===== src/rtl/adder_pkg.sv =====
// Shared definitions for the pipelined ripple add/subtract unit.
// Provides the chunk-width helper, the add/sub mode encoding and a
// result record {sum, cout, ovf} sized for the widest supported operand.
package adder_pkg;

    // Widest operand a result record can carry.
    localparam int MAX_WIDTH = 64;

    // Mode encoding for the 'sub' input.
    localparam logic MODE_ADD = 1'b0;
    localparam logic MODE_SUB = 1'b1;

    typedef struct packed {
        logic [MAX_WIDTH-1:0] sum;
        logic                 cout;
        logic                 ovf;
    } result_t;

    // Bits handled by each pipeline stage. A zero stage count falls back to
    // a single full-width chunk so elaboration reaches the legality check
    // instead of dividing by zero.
    function automatic int chunk_width(input int width, input int stages);
        if (stages <= 0) begin
            return width;
        end
        return width / stages;
    endfunction

endpackage


===== src/rtl/fulladder.sv =====
// Single-bit full adder cell, the building block of every ripple chunk.
// Latency: combinational.
// Backpressure: none (pure logic).
// Ports: a, b, ci in; s (sum), co (carry-out) out.
module fulladder (
    input  logic a,
    input  logic b,
    input  logic ci,
    output logic s,
    output logic co
);

    assign s  = a ^ b ^ ci;
    assign co = (a & b) | (ci & (a ^ b));

endmodule


===== src/rtl/ripple_chunk.sv =====
// W-bit ripple-carry adder slice built from a chain of fulladder cells.
// Latency: combinational.
// Backpressure: none (pure logic).
// Ports: a, b, cin in; s, cout, c_msb_in (carry into bit W-1, for overflow) out.
module ripple_chunk #(
    parameter int W = 4
) (
    input  logic [W-1:0] a,
    input  logic [W-1:0] b,
    input  logic         cin,
    output logic [W-1:0] s,
    output logic         cout,
    output logic         c_msb_in
);

    // c[i] is the carry into bit i; c[W] leaves the slice.
    logic [W:0] c;

    assign c[0] = cin;

    for (genvar i = 0; i < W; i++) begin : g_bit
        fulladder u_fa (
            .a  (a[i]),
            .b  (b[i]),
            .ci (c[i]),
            .s  (s[i]),
            .co (c[i+1])
        );
    end

    assign cout     = c[W];
    assign c_msb_in = c[W-1];

endmodule


===== src/rtl/pipelined_ripple_adder.sv =====
// Pipelined ripple add/subtract: WIDTH bits split into STAGES chunks, one chunk per clock.
// Latency: STAGES cycles from accept to out_valid; throughput one beat per cycle.
// Backpressure: global stall when out_valid && !out_ready; in_ready follows out_ready combinationally.
// Ports: clk, rst_n (async, active low); in_valid/in_ready, a, b, cin, sub in;
//        out_valid/out_ready, sum, cout (sub mode: 1 = no borrow), ovf (signed overflow) out.
module pipelined_ripple_adder
    import adder_pkg::*;
#(
    parameter int WIDTH  = 16,
    parameter int STAGES = 4
) (
    input  logic             clk,
    input  logic             rst_n,
    input  logic             in_valid,
    output logic             in_ready,
    input  logic [WIDTH-1:0] a,
    input  logic [WIDTH-1:0] b,
    input  logic             cin,
    input  logic             sub,
    output logic             out_valid,
    input  logic             out_ready,
    output logic [WIDTH-1:0] sum,
    output logic             cout,
    output logic             ovf
);

    localparam int CHUNK = chunk_width(WIDTH, STAGES);

    if (WIDTH < 2 || STAGES < 1 || STAGES > WIDTH || (WIDTH % STAGES) != 0) begin : g_bad_cfg
        $error("pipelined_ripple_adder: illegal WIDTH=%0d / STAGES=%0d", WIDTH, STAGES);
    end

    // Every register in the pipe moves together; a held output freezes all of it.
    logic advance;
    assign advance  = !out_valid || out_ready;
    assign in_ready = advance;

    // Subtraction is a + ~b + ~borrow, so invert once at the entry.
    logic [WIDTH-1:0] b_eff;
    logic             cin_eff;
    assign b_eff   = (sub == MODE_SUB) ? ~b   : b;
    assign cin_eff = (sub == MODE_SUB) ? ~cin : cin;

    for (genvar k = 0; k < STAGES; k++) begin : g_stage
        // Operand bits still to be summed at this stage (chunk k and above).
        localparam int IN_W = WIDTH - k * CHUNK;
        // Completed sum bits leaving this stage (chunks 0..k).
        localparam int LO_W = (k + 1) * CHUNK;

        logic [IN_W-1:0]  op_a;
        logic [IN_W-1:0]  op_b;
        logic             c_in;
        logic             v_in;
        logic [CHUNK-1:0] chunk_s;
        logic             chunk_c;
        logic             chunk_m;

        logic [LO_W-1:0]  s_d, s_q;
        logic             c_d, c_q;
        logic             v_d, v_q;

        if (k == 0) begin : g_first
            assign op_a = a;
            assign op_b = b_eff;
            assign c_in = cin_eff;
            assign v_in = in_valid;
        end else begin : g_next
            assign op_a = g_stage[k-1].g_skew.a_q;
            assign op_b = g_stage[k-1].g_skew.b_q;
            assign c_in = g_stage[k-1].c_q;
            assign v_in = g_stage[k-1].v_q;
        end

        ripple_chunk #(
            .W (CHUNK)
        ) u_chunk (
            .a        (op_a[CHUNK-1:0]),
            .b        (op_b[CHUNK-1:0]),
            .cin      (c_in),
            .s        (chunk_s),
            .cout     (chunk_c),
            .c_msb_in (chunk_m)
        );

        // De-skew: append this chunk above the lower chunks already finished.
        if (k == 0) begin : g_sum_first
            always_comb begin
                s_d = chunk_s;
            end
        end else begin : g_sum_next
            always_comb begin
                s_d = {chunk_s, g_stage[k-1].s_q};
            end
        end

        always_comb begin
            c_d = chunk_c;
            v_d = v_in;
        end

        always_ff @(posedge clk or negedge rst_n) begin
            if (!rst_n) begin
                s_q <= '0;
                c_q <= 1'b0;
                v_q <= 1'b0;
            end else if (advance) begin
                s_q <= s_d;
                c_q <= c_d;
                v_q <= v_d;
            end
        end

        // Skew: carry the not-yet-summed upper operand chunks to the next stage.
        if (k < STAGES - 1) begin : g_skew
            logic [IN_W-CHUNK-1:0] a_d, a_q;
            logic [IN_W-CHUNK-1:0] b_d, b_q;

            always_comb begin
                a_d = op_a[IN_W-1:CHUNK];
                b_d = op_b[IN_W-1:CHUNK];
            end

            always_ff @(posedge clk or negedge rst_n) begin
                if (!rst_n) begin
                    a_q <= '0;
                    b_q <= '0;
                end else if (advance) begin
                    a_q <= a_d;
                    b_q <= b_d;
                end
            end
        end

        // Only the top chunk sees the MSB, so only it can form signed overflow.
        if (k == STAGES - 1) begin : g_last
            logic ovf_d, ovf_q;

            always_comb begin
                ovf_d = chunk_c ^ chunk_m;
            end

            always_ff @(posedge clk or negedge rst_n) begin
                if (!rst_n) begin
                    ovf_q <= 1'b0;
                end else if (advance) begin
                    ovf_q <= ovf_d;
                end
            end
        end else begin : g_mid
            logic unused_c_msb;
            assign unused_c_msb = chunk_m;
        end
    end

    assign out_valid = g_stage[STAGES-1].v_q;
    assign sum       = g_stage[STAGES-1].s_q;
    assign cout      = g_stage[STAGES-1].c_q;
    assign ovf       = g_stage[STAGES-1].g_last.ovf_q;

endmodule


===== config.mk =====
export PLATFORM = sky130hd
export DESIGN_NAME = pipelined_ripple_adder
export DESIGN_NICKNAME = d
export VERILOG_FILES = /design/src/rtl/adder_pkg.sv /design/src/rtl/fulladder.sv /design/src/rtl/ripple_chunk.sv /design/src/rtl/pipelined_ripple_adder.sv
export SDC_FILE = /design/constraint.sdc
export NUM_CORES = 1
export LEC_CHECK = 0
export BUFFER_PORTS_ARGS = -buffer_cell sky130_fd_sc_hd__clkbuf_2
export CAP_MARGIN = 5
export CORE_MARGIN = 4
export CORE_UTILIZATION = 35
export CTS_CLUSTER_DIAMETER = 150
export DETAILED_ROUTE_END_ITERATION = 12
export RECOVER_POWER = 25
export SLEW_MARGIN = 20
export SYNTH_ARGS = -nofsm -noshare
export SYNTH_HDL_FRONTEND = slang
export SYNTH_SLANG_ARGS = --single-unit

===== constraint.sdc =====
create_clock -name clk -period 3.2 [get_ports clk]
set_clock_uncertainty 0.05 [all_clocks]
set_input_delay 0.8 -clock clk [delete_from_list [all_inputs] [get_ports clk]]
set_output_delay 0.8 -clock clk [all_outputs]
set_load 0.02 [all_outputs]

==> impl_results.md, run 1 <==
* Run status: finished clean
* Slew @ Worst Pin at roughly 1300 ps
* Root Buffer: sky130_fd_sc_hd__clkbuf_16
* Pin count of the biggest net entering global routing at 98
* Kind of critical path: in2reg
* FMAX at between 300 and 400 MHz
* Final cell count without fillers at 490
* Hold path startpoint: g_stage[2].v_q
* Antenna-violating nets left at 0
* Worst hold path type: reg2reg
* CTS clock-pin slew for the worst setup and hold paths at 70 ps
* I/O Pins at 58
* Reg2Reg Depth at 9
* Number of H-tree levels at 3
* Antenna violations before repair at 0
* Family with the most delay on the worst path: adder cells
* Net total in the final layout at about 390
* Cells traversed along the worst timing path: clkbuf_2 > xnor2_1 > fa_2 > fa_2 > fa_1 > inv_1 > fa_1 > mux2_2
* Flop-to-flop setup slack at between 700 and 800 ps
* Syn Std Cell Area at ~4300 sq um
* Iter 0 DRT Violations at just over 100
* Worst-case clock buffer depth at 2
* DR WL/cell at 15.3 um
* I/O Buffers at 57
* Starting utilization of the core area at 35.6%
* Count of warnings emitted by yosys at 0
* P_leak at 2.26 nW
* Final Setup Violations at 0
* Via density per instance at 4.53
* Number of iterations in the first detailed-routing pass at 4
* Number of gates given a new drive strength after cts at 0
* CTS sink count at 97
* Number of global-route vias before repair at 2513
* Maximum fanout along the worst path at 4
* Number of buffers and inverters on the critical path at 2
* Row count at 40
* Height of the die at around 120 um
* TritonCTS Buffers at 9
* Horiz. Die Dim at 118 um
* Required time of the critical path at 3380 ps
* Flip-flop and latch count after synthesis at 97
* Period utilization at 85.9%
* R2r startpoint: g_stage[2].c_q
* Area delta synth->final at 17.8%
* Max stage delay cell, worst path: sky130_fd_sc_hd__fa_1
* Final Instance Area at 5010 sq um
* N_diodes at 0
* Setup crit end kind: register
* Final WS setup at 451 ps
* Fin Setup TNS at 0 ps
* Number of slew-limit violations in the final report at 0
* Overall overflow remaining after global route at 0
* Final routed wirelength across all metal layers at 7.49 mm
* Post-CTS Setup Repair Bufs at 0
* Endpoints failing hold at 0
* Area of the die at ~14000 sq um
* Detailed-placement wirelength estimate at 5.13 mm
* Total via count after detailed routing at 2219
* Clock latency reported for the late side of the worst-skew pair at 340 ps
* DRC violation count after routing at 0
* Worst hold-check slack at 407 ps
* RD Place Congestion at around 0.7
* Post-synthesis instance total at 280
* Overall track demand over capacity in global routing at 11.9%
* Worst max-slew margin expressed relative to the limit at 15.7%
* Share of cells above drive strength 1 at between 40% and 50%
* Post-CTS Hold Fix Bufs at 0
* Endpoint of the worst hold path: out_valid
* Endpoint of the lowest-slack register-to-register path: ovf
* Highest-count cells in the layout ignoring fill and taps: 97 x sky130_fd_sc_hd__dfrtp_1, 79 x sky130_fd_sc_hd__mux2_2, 57 x sky130_fd_sc_hd__clkbuf_2
* Worst-case vdd ir drop at 0.317 mV
* Post-placement cell area at between 4000 and 5000 sq um
* TritonCTS clock tree: done
* First-pass GRT wire length at 13.0 mm
* Critical path launch point type: input pin
* Net Count, Synth at roughly 330
* Post-synthesis sequential area ratio at a little under three fifths
* Placed instance count at 474
* Number of distinct standard cells referenced by the synthesized netlist at 17
* CP Depth at 8
* Minimum clock period after layout at 2750 ps
* Reported max-cap violation count at 0
* Syn avg cell area at 15.2 sq um
* Core ar. at ~12000 sq um
* Most frequent standard cell in the layout excluding fill and tap cells: sky130_fd_sc_hd__dfrtp_1
* Worst slack after detailed placement at 82.5 ps
* Min-Delay Path Depth at 1
* RSZ-0062 raised after global routing: false
* CP arrival at 2930 ps
* Largest stage delay on the critical path at 400 ps
* Power per unit of standard cell area at 989 nW/um^2
synth_stat cells:
cell type	instances	area share, %
sky130_fd_sc_hd__mux2i_1	3	0.71
sky130_fd_sc_hd__mux2_4	3	1.1
sky130_fd_sc_hd__xnor2_1	7	1.4
sky130_fd_sc_hd__a21oi_2	9	1.9
sky130_fd_sc_hd__buf_6	4	1.1
sky130_fd_sc_hd__nor3b_1	11	1.9
sky130_fd_sc_hd__nand2b_1	1	0.15
sky130_fd_sc_hd__buf_4	1	0.18
sky130_fd_sc_hd__fa_1	16	7.5
sky130_fd_sc_hd__dfrtp_1	97	57
sky130_fd_sc_hd__nand2b_4	1	0.32
sky130_fd_sc_hd__inv_1	25	2.2
sky130_fd_sc_hd__xor2_1	11	2.3
sky130_fd_sc_hd__clkbuf_1	2	0.18
sky130_fd_sc_hd__mux2_2	79	21
sky130_fd_sc_hd__buf_2	8	0.94
sky130_fd_sc_hd__a21oi_1	2	0.24
worst register-to-register path: cells and delay by family (launching register included):
family / cells / cell delay, ps
xor+xnor: 1 / 150
buf+inv: 3 / 240
flops: 1 / 380
fa+ha+maj: 4 / 1290
mux: 1 / 260
state kept, by name, indices dropped and copies added (netlist names):
| register | count |
|---|---|
| g_stage.v_q | 3 |
| g_stage.g_skew.a_q | 24 |
| g_stage.c_q | 3 |
| out_valid | 1 |
| g_stage.s_q | 24 |
| g_stage.g_skew.b_q | 24 |
| ovf | 1 |
| sum | 16 |
| cout | 1 |
where the power goes:
group          switching, mW  leakage [nW]  internal, mW
Combinational          0.803         0.990         0.915
Clock                  0.470         0.149         0.688
Sequential             0.302          1.12          1.78
Total                   1.58          2.26          3.39
layout make-up:
class	instances	area [sq um]
clock buffer	10	229
timing repair buffer	62	348
multi-input combinational	143	1640
clock inverter	6	92.6
tap	147	184
fill	1108	6950
sequential	97	2430
inverter	25	93.8
logic make-up after synthesis:
kind of cell	Yosys count	share of synthesized area, %
buf+inv	40	4.56
compound gates	11	2.09
mux	85	22.7
xor+xnor	18	3.70
simple gates	13	2.41
fa+ha+maj	16	7.53
flops	97	57.0
layer usage:
metal	GRT usage, %	vias up	share of wire (%)
li1	-	1049	-
met1	16.1	1119	48
met3	3.30	11	4.4
met5	0	-	0
met4	5.27	0	2.2
met2	17.8	40	45
how the worst max path moves through the flow:
stage	endpoint	slack, ps	start
after floorplan	g_stage[0].s_q[3]	20	sub
after detailed placement	g_stage[0].s_q[3]	80	sub
after global placement	g_stage[0].s_q[3]	140	sub
final	g_stage[0].s_q[3]	450	sub
after CTS	g_stage[0].s_q[3]	450	sub
after global routing	g_stage[0].s_q[3]	380	sub
per-stage QoR:
stage	util (%)	power (mW)
after floorplan	-	3.41
after global placement	39.2	3.81
after detailed placement	39.2	3.89
after CTS	41.9	5.06
after global routing	41.9	5.36
final	41.9	4.96
(Power assumes the default switching activity.)
==> run 2, diff against run 1 <==
==> constraint.sdc (replaced) <==
create_clock -name clk -period 3.2 [get_ports clk]
set_clock_uncertainty 0.05 [all_clocks]
set_input_delay 0.48 -clock clk [delete_from_list [all_inputs] [get_ports clk]]
set_output_delay 0.48 -clock clk [all_outputs]
set_load 0.02 [all_outputs]
==> impl_results.md, run 2 (synthesis gave the netlist of run 1 again) <==
* Run status: finished clean
* Clock latency reported for the late side of the worst-skew pair at 340 ps
* Iter 0 DRT Violations at 62
* Endpoint of the lowest-slack register-to-register path: ovf
* Max stage delay cell, worst path: sky130_fd_sc_hd__fa_1
* Endpoints failing hold at 0
* Worst hold path type: in2async
* Required time of the critical path at 3380 ps
* Most Used Layer, Global Route: met2
* Area delta synth->final at 17.6%
* Number of slew-limit violations in the final report at 0
* Height of the die at between 100 and 150 um
* RSZ-0062 raised after global routing: false
* TritonCTS Buffers at 9
* Starting utilization of the core area at 35.6%
* Row count at 40
* Detailed-placement wirelength estimate at about 5.2 mm
* Largest stage delay on the critical path at 400 ps
* Filler Cells Inserted at 1123
* DRC violation count after routing at 0
* TritonCTS clock tree: done
* Setup crit end kind: register
* Via density per instance at 4.48
* CTS sink count at just under 100
* Final WS setup at 727 ps
* P_leak at 2.26 nW
* GRT met1 Usage at between 10% and 20%
* CP arrival at 2650 ps
* Minimum clock period after layout at 2470 ps
* First-pass GRT wire length at 12.8 mm
* Power per unit of standard cell area at 988 nW/um^2
* Period utilization at 77.3%
* R2r startpoint: g_stage[2].c_q
* Maximum fanout along the worst path at 3
* FMAX at roughly 400 MHz
* Number of iterations in the first detailed-routing pass at 3
* Kind of critical path: in2reg
* Worst max-slew margin expressed relative to the limit at ~17%
* Reported max-cap violation count at 0
* Number of H-tree levels at 3
* Share of cells above drive strength 1 at 49.6%
* Core ar. at about 12000 sq um
* Final routed wirelength across all metal layers at ~7.4 mm
* Most frequent standard cell in the layout excluding fill and tap cells: sky130_fd_sc_hd__dfrtp_1
* I/O Pins at 58
* Highest-count cells in the layout ignoring fill and taps: 97 x sky130_fd_sc_hd__dfrtp_1, 79 x sky130_fd_sc_hd__mux2_2, 57 x sky130_fd_sc_hd__clkbuf_2
* Worst-case clock buffer depth at 2
* RD Place Congestion at 0.683
* Critical path launch point type: input pin
* M2 GR Usage at 17.2%
* GRT met3 Usage at 2.25%
* Flop-to-flop setup slack at slightly below 800 ps
* Slew @ Worst Pin at 1250 ps
* Root Buffer: sky130_fd_sc_hd__clkbuf_16
* Final Setup Violations at 0
* Total via count after detailed routing at 2195
* I/O Buffers at 57
* Antenna violations before repair at 0
* CTS clock-pin slew for the worst setup and hold paths at 70 ps
* Post-CTS Setup Repair Bufs at 0
* Horiz. Die Dim at 118 um
* Number of gates given a new drive strength after cts at 0
* Overall track demand over capacity in global routing at 11.7%
* Post-placement cell area at 4700 sq um
* Worst-case vdd ir drop at slightly below 0.3 mV
* Pin count of the biggest net entering global routing at 52
* Number of buffers and inverters on the critical path at 2
* Post-CTS Hold Fix Bufs at 0
* Cells traversed along the worst timing path: clkbuf_2 > xnor2_1 > fa_1 > fa_1 > fa_1 > inv_1 > fa_1 > mux2_2
* Number of global-route vias before repair at 2442
* Final Instance Area at about 5000 sq um
* Area of the die at ~14000 sq um
* Registers with the most flip-flops: g_stage.g_skew.a_q: 24 flops, g_stage.g_skew.b_q: 24 flops, g_stage.s_q: 24 flops
* Fin Setup TNS at 0 ps
* Overall overflow remaining after global route at 0
* Antenna-violating nets left at 0
* Critical Path Most Common Cell: sky130_fd_sc_hd__fa_1
* N_diodes at 0
* DR WL/cell at 15.0 um
* Reg2Reg Depth at 9
* Family with the most delay on the worst path: adder cells
* Net total in the final layout at 392
* Worst slack after detailed placement at 351 ps
[run 2: changes by cell type in the layout (fill, tap and decap cells not counted)]
cell	previous run	this run
sky130_fd_sc_hd__fa_1	14	16
sky130_fd_sc_hd__fa_2	2	0
sky130_fd_sc_hd__bufinv_16	2	1
sky130_fd_sc_hd__clkinv_4	2	0
sky130_fd_sc_hd__clkbuf_1	1	0
sky130_fd_sc_hd__clkinv_2	0	1
sky130_fd_sc_hd__clkbuf_8	0	3
[run 2: per-stage QoR]
| step | instances | util [%] | total power [mW] | hold WS, ps |
|---|---|---|---|---|
| 3_5_place_dp | 474 | 39.3 | 3.91 | 406 |
| 4_1_cts | 490 | 42.0 | 5.04 | 124 |
| 2_1_floorplan | 280 | - | 3.41 | 134 |
| 6_report | 490 | 41.8 | 4.94 | 93.1 |
| 3_3_place_gp | 474 | 39.3 | 3.84 | 405 |
| 5_1_grt | 490 | 41.8 | 5.33 | 146 |
[run 2: cell type report]
| class | count | area (sq um) | share of cell area [%] |
|---|---|---|---|
| multi-input cells | 143 | 1630 | 32.7 |
| flip-flops and latches | 97 | 2430 | 48.5 |
| repair buffers | 62 | 348 | 6.95 |
| inverters | 25 | 93.8 | 1.88 |
| clock inverters | 4 | 50.0 | 1.00 |
| clock buffers | 12 | 267 | 5.33 |
| well taps | 147 | 184 | 3.68 |
[run 2: routing by layer]
metal | up-vias | wire, um
met5 | - | 0
met4 | 0 | 188
met3 | 9 | 240
met2 | 37 | 3280
met1 | 1105 | 3670
li1 | 1044 | -
[run 2: how the worst max path moves through the flow]
| stage | startpoint | endpoint | cells after the start |
|---|---|---|---|
| 2_1_floorplan | sub | g_stage[0].s_q[3] | 9 |
| 3_3_place_gp | sub | g_stage[0].s_q[3] | 8 |
| 3_5_place_dp | sub | g_stage[0].s_q[3] | 8 |
| 4_1_cts | sub | g_stage[0].s_q[3] | 8 |
| 5_1_grt | g_stage[2].c_q | ovf | 9 |
| 6_report | sub | g_stage[0].s_q[3] | 8 |
[run 2: power by group]
part / switching [mW] / internal (mW) / total, mW
Sequential: 0.281 / 1.78 / 2.06
Clock: 0.452 / 0.668 / 1.12
Combinational: 0.825 / 0.932 / 1.76
Total: 1.56 / 3.38 / 4.94
==> run 3, diff against run 2 <==
==> constraint.sdc (replaced) <==
create_clock -name clk -period 2.5 [get_ports clk]
set_clock_uncertainty 0.05 [all_clocks]
set_input_delay 0.375 -clock clk [delete_from_list [all_inputs] [get_ports clk]]
set_output_delay 0.375 -clock clk [all_outputs]
set_load 0.02 [all_outputs]
==> impl_results.md, run 3 (synthesis gave the netlist of run 1 again) <==
* Slew @ Worst Pin at around 870 ps
* Total via count after detailed routing at 2233
* Flop-to-flop setup slack at 120 ps
* Critical path launch point type: input pin
* Pin count of the biggest net entering global routing at 64
* Number of iterations in the first detailed-routing pass at 2
* Row count at 40
* Antenna-violating nets left at 0
* Number of global-route vias before repair at 2440
* Highest-count cells in the layout ignoring fill and taps: 97 x sky130_fd_sc_hd__dfrtp_1, 79 x sky130_fd_sc_hd__mux2_2, 43 x sky130_fd_sc_hd__clkbuf_2
* Final Instance Area at 5040 sq um
* Via density per instance at 4.51
* Number of H-tree levels at 3
* CP arrival at 2600 ps
* Proportion of power drawn by the clock network at 23.0%
* Iter 0 DRT Violations at 105
* Max stage delay cell, worst path: sky130_fd_sc_hd__fa_1
* Int Pwr at 4.38 mW
* Horiz. Die Dim at 118 um
* RD Place Congestion at 0.722
* Starting utilization of the core area at 35.6%
* Area of the die at 14000 sq um
* N_diodes at 0
* Reg power frac at around two fifths
* Period utilization at just under 100%
* Final WS setup at between 70 and 80 ps
* Share of cells above drive strength 1 at 46.8%
* RSZ-0062 raised after global routing: false
* Worst slack after detailed placement at -188 ps
* Kind of critical path: in2reg
* Registers with the most flip-flops: g_stage.g_skew.a_q: 24 flops, g_stage.g_skew.b_q: 24 flops, g_stage.s_q: 24 flops
* Overall track demand over capacity in global routing at 11.4%
* DRC violation count after routing at 0
* Largest stage delay on the critical path at about 400 ps
* Critical Path Most Common Cell: sky130_fd_sc_hd__fa_1
* Net total in the final layout at 398
* Required time of the critical path at between 2000 and 3000 ps
* Power per unit of standard cell area at 1270 nW/um^2
* Min-Delay Path Depth at 2
* Worst-case vdd ir drop at 0.369 mV
* Final routed wirelength across all metal layers at roughly 7.3 mm
* Minimum clock period after layout at 2430 ps
* Worst-case clock buffer depth at 2
* Endpoint of the lowest-slack register-to-register path: ovf
* Cells traversed along the worst timing path: clkbuf_1 > buf_4 > xnor2_1 > fa_2 > fa_1 > inv_1 > fa_1 > mux2_2
* FMAX at 412 MHz
* Reported max-cap violation count at 0
* Net switching component of the power at 2.01 mW
* TritonCTS clock tree: done
* Sw Share at 31.4%
* Area delta synth->final at 18.5%
* Logic pwr share at between 30% and 40%
* Endpoints failing hold at 0
* Fin Setup TNS at 0 ps
* Hold path startpoint: a[15]
* Run status: finished clean
* Final Core Density at 42.2%
* First-pass GRT wire length at 12.6 mm
* Placed instance count at 477
* Reg2Reg Depth at 9
* Number of slew-limit violations in the final report at 0
* Post-placement cell area at 4740 sq um
* CTS sink count at 97
* Most frequent standard cell in the layout excluding fill and tap cells: sky130_fd_sc_hd__dfrtp_1
* Setup crit end kind: register
* Antenna violations before repair at 0
* Core ar. at 12000 sq um
* Clock latency reported for the late side of the worst-skew pair at 340 ps
* Filler Cells Inserted at 1106
* Final cell count without fillers at 495
* Worst max-slew margin expressed relative to the limit at 41.9%
* Endpoint of the worst hold path: g_stage[0].g_skew.a_q[11]
* DR WL/cell at between 10 and 15 um
* Detailed-placement wirelength estimate at around 5 mm
* Maximum fanout along the worst path at 15
* CTS clock-pin slew for the worst setup and hold paths at 60 ps
* Overall overflow remaining after global route at 0
* Height of the die at 118 um
* P_leak at 2.24 nW
* Worst hold path type: in2reg
* I/O Buffers at 57
* Root Buffer: sky130_fd_sc_hd__clkbuf_16
* TritonCTS Buffers at 9
* R2r startpoint: g_stage[2].c_q
* I/O Pins at 58
* Final Setup Violations at 0
-- run 3: area by class of cell --
class	instances	area, sq um	area share, %
Timing Repair Buffer	68	370	7.34
Clock buffer	10	239	4.74
Inverter	25	93.8	1.86
Tap cell	147	184	3.65
Multi-Input combinational cell	143	1650	32.7
Sequential cell	97	2430	48.1
Clock inverter	5	80.1	1.59
-- run 3: timing repair --
item | CTS | global route
hold endpoints to repair | 34 | 0
buffers inserted | 0 | 2
endpoints found under the setup margin | 0 | 1
gates resized for setup | 0 | 2
hold buffers | 1 | 0
-- run 3: worst max-delay path: cells and delay by family --
| kind | cells | cell delay [ps] |
|---|---|---|
| buffers and inverters | 3 | 670 |
| XOR/XNOR | 1 | 150 |
| adder cells (fa/ha/maj) | 3 | 1130 |
| multiplexers | 1 | 260 |
-- run 3: worst max-delay path by stage --
stage | start | end | slack [ps] | cells after the start
finish | sub | g_stage[0].s_q[3] | 70 | 8
detailed placement | sub | g_stage[0].s_q[3] | -190 | 8
floorplan | sub | g_stage[0].s_q[3] | -250 | 9
global placement | sub | g_stage[0].s_q[3] | -160 | 8
CTS | g_stage[2].c_q | ovf | 10 | 9
global route | g_stage[2].c_q | ovf | 8 | 9
-- run 3: stage by stage --
stage / hold slack [ps] / power [mW]
detailed placement: 316 / 5.00
global placement: 308 / 4.90
finish: 215 / 6.39
global route: 206 / 6.89
floorplan: 29.4 / 4.37
CTS: 200 / 6.49
-- run 3: power by group through the flow --
| stage | logic [mW] | clock network (mW) | registers [mW] |
|---|---|---|---|
| CTS | 2.32 | 1.50 | 2.66 |
| global placement | 2.25 | 0 | 2.66 |
| global route | 2.57 | 1.57 | 2.75 |
| detailed placement | 2.31 | 0 | 2.69 |
| finish | 2.27 | 1.47 | 2.65 |
| floorplan | 1.59 | 0 | 2.77 |
-- run 3: metal layers --
| layer | vias up | track usage (%) | part of all wire [%] | routed length, um |
|---|---|---|---|---|
| met5 | - | 0 | 0 | 0 |
| met4 | 0 | 5.27 | 1.8 | 129 |
| met3 | 10 | 3.49 | 4.3 | 312 |
| met2 | 34 | 17.0 | 47 | 3420 |
| met1 | 1138 | 15.1 | 47 | 3440 |
| li1 | 1051 | - | - | - |
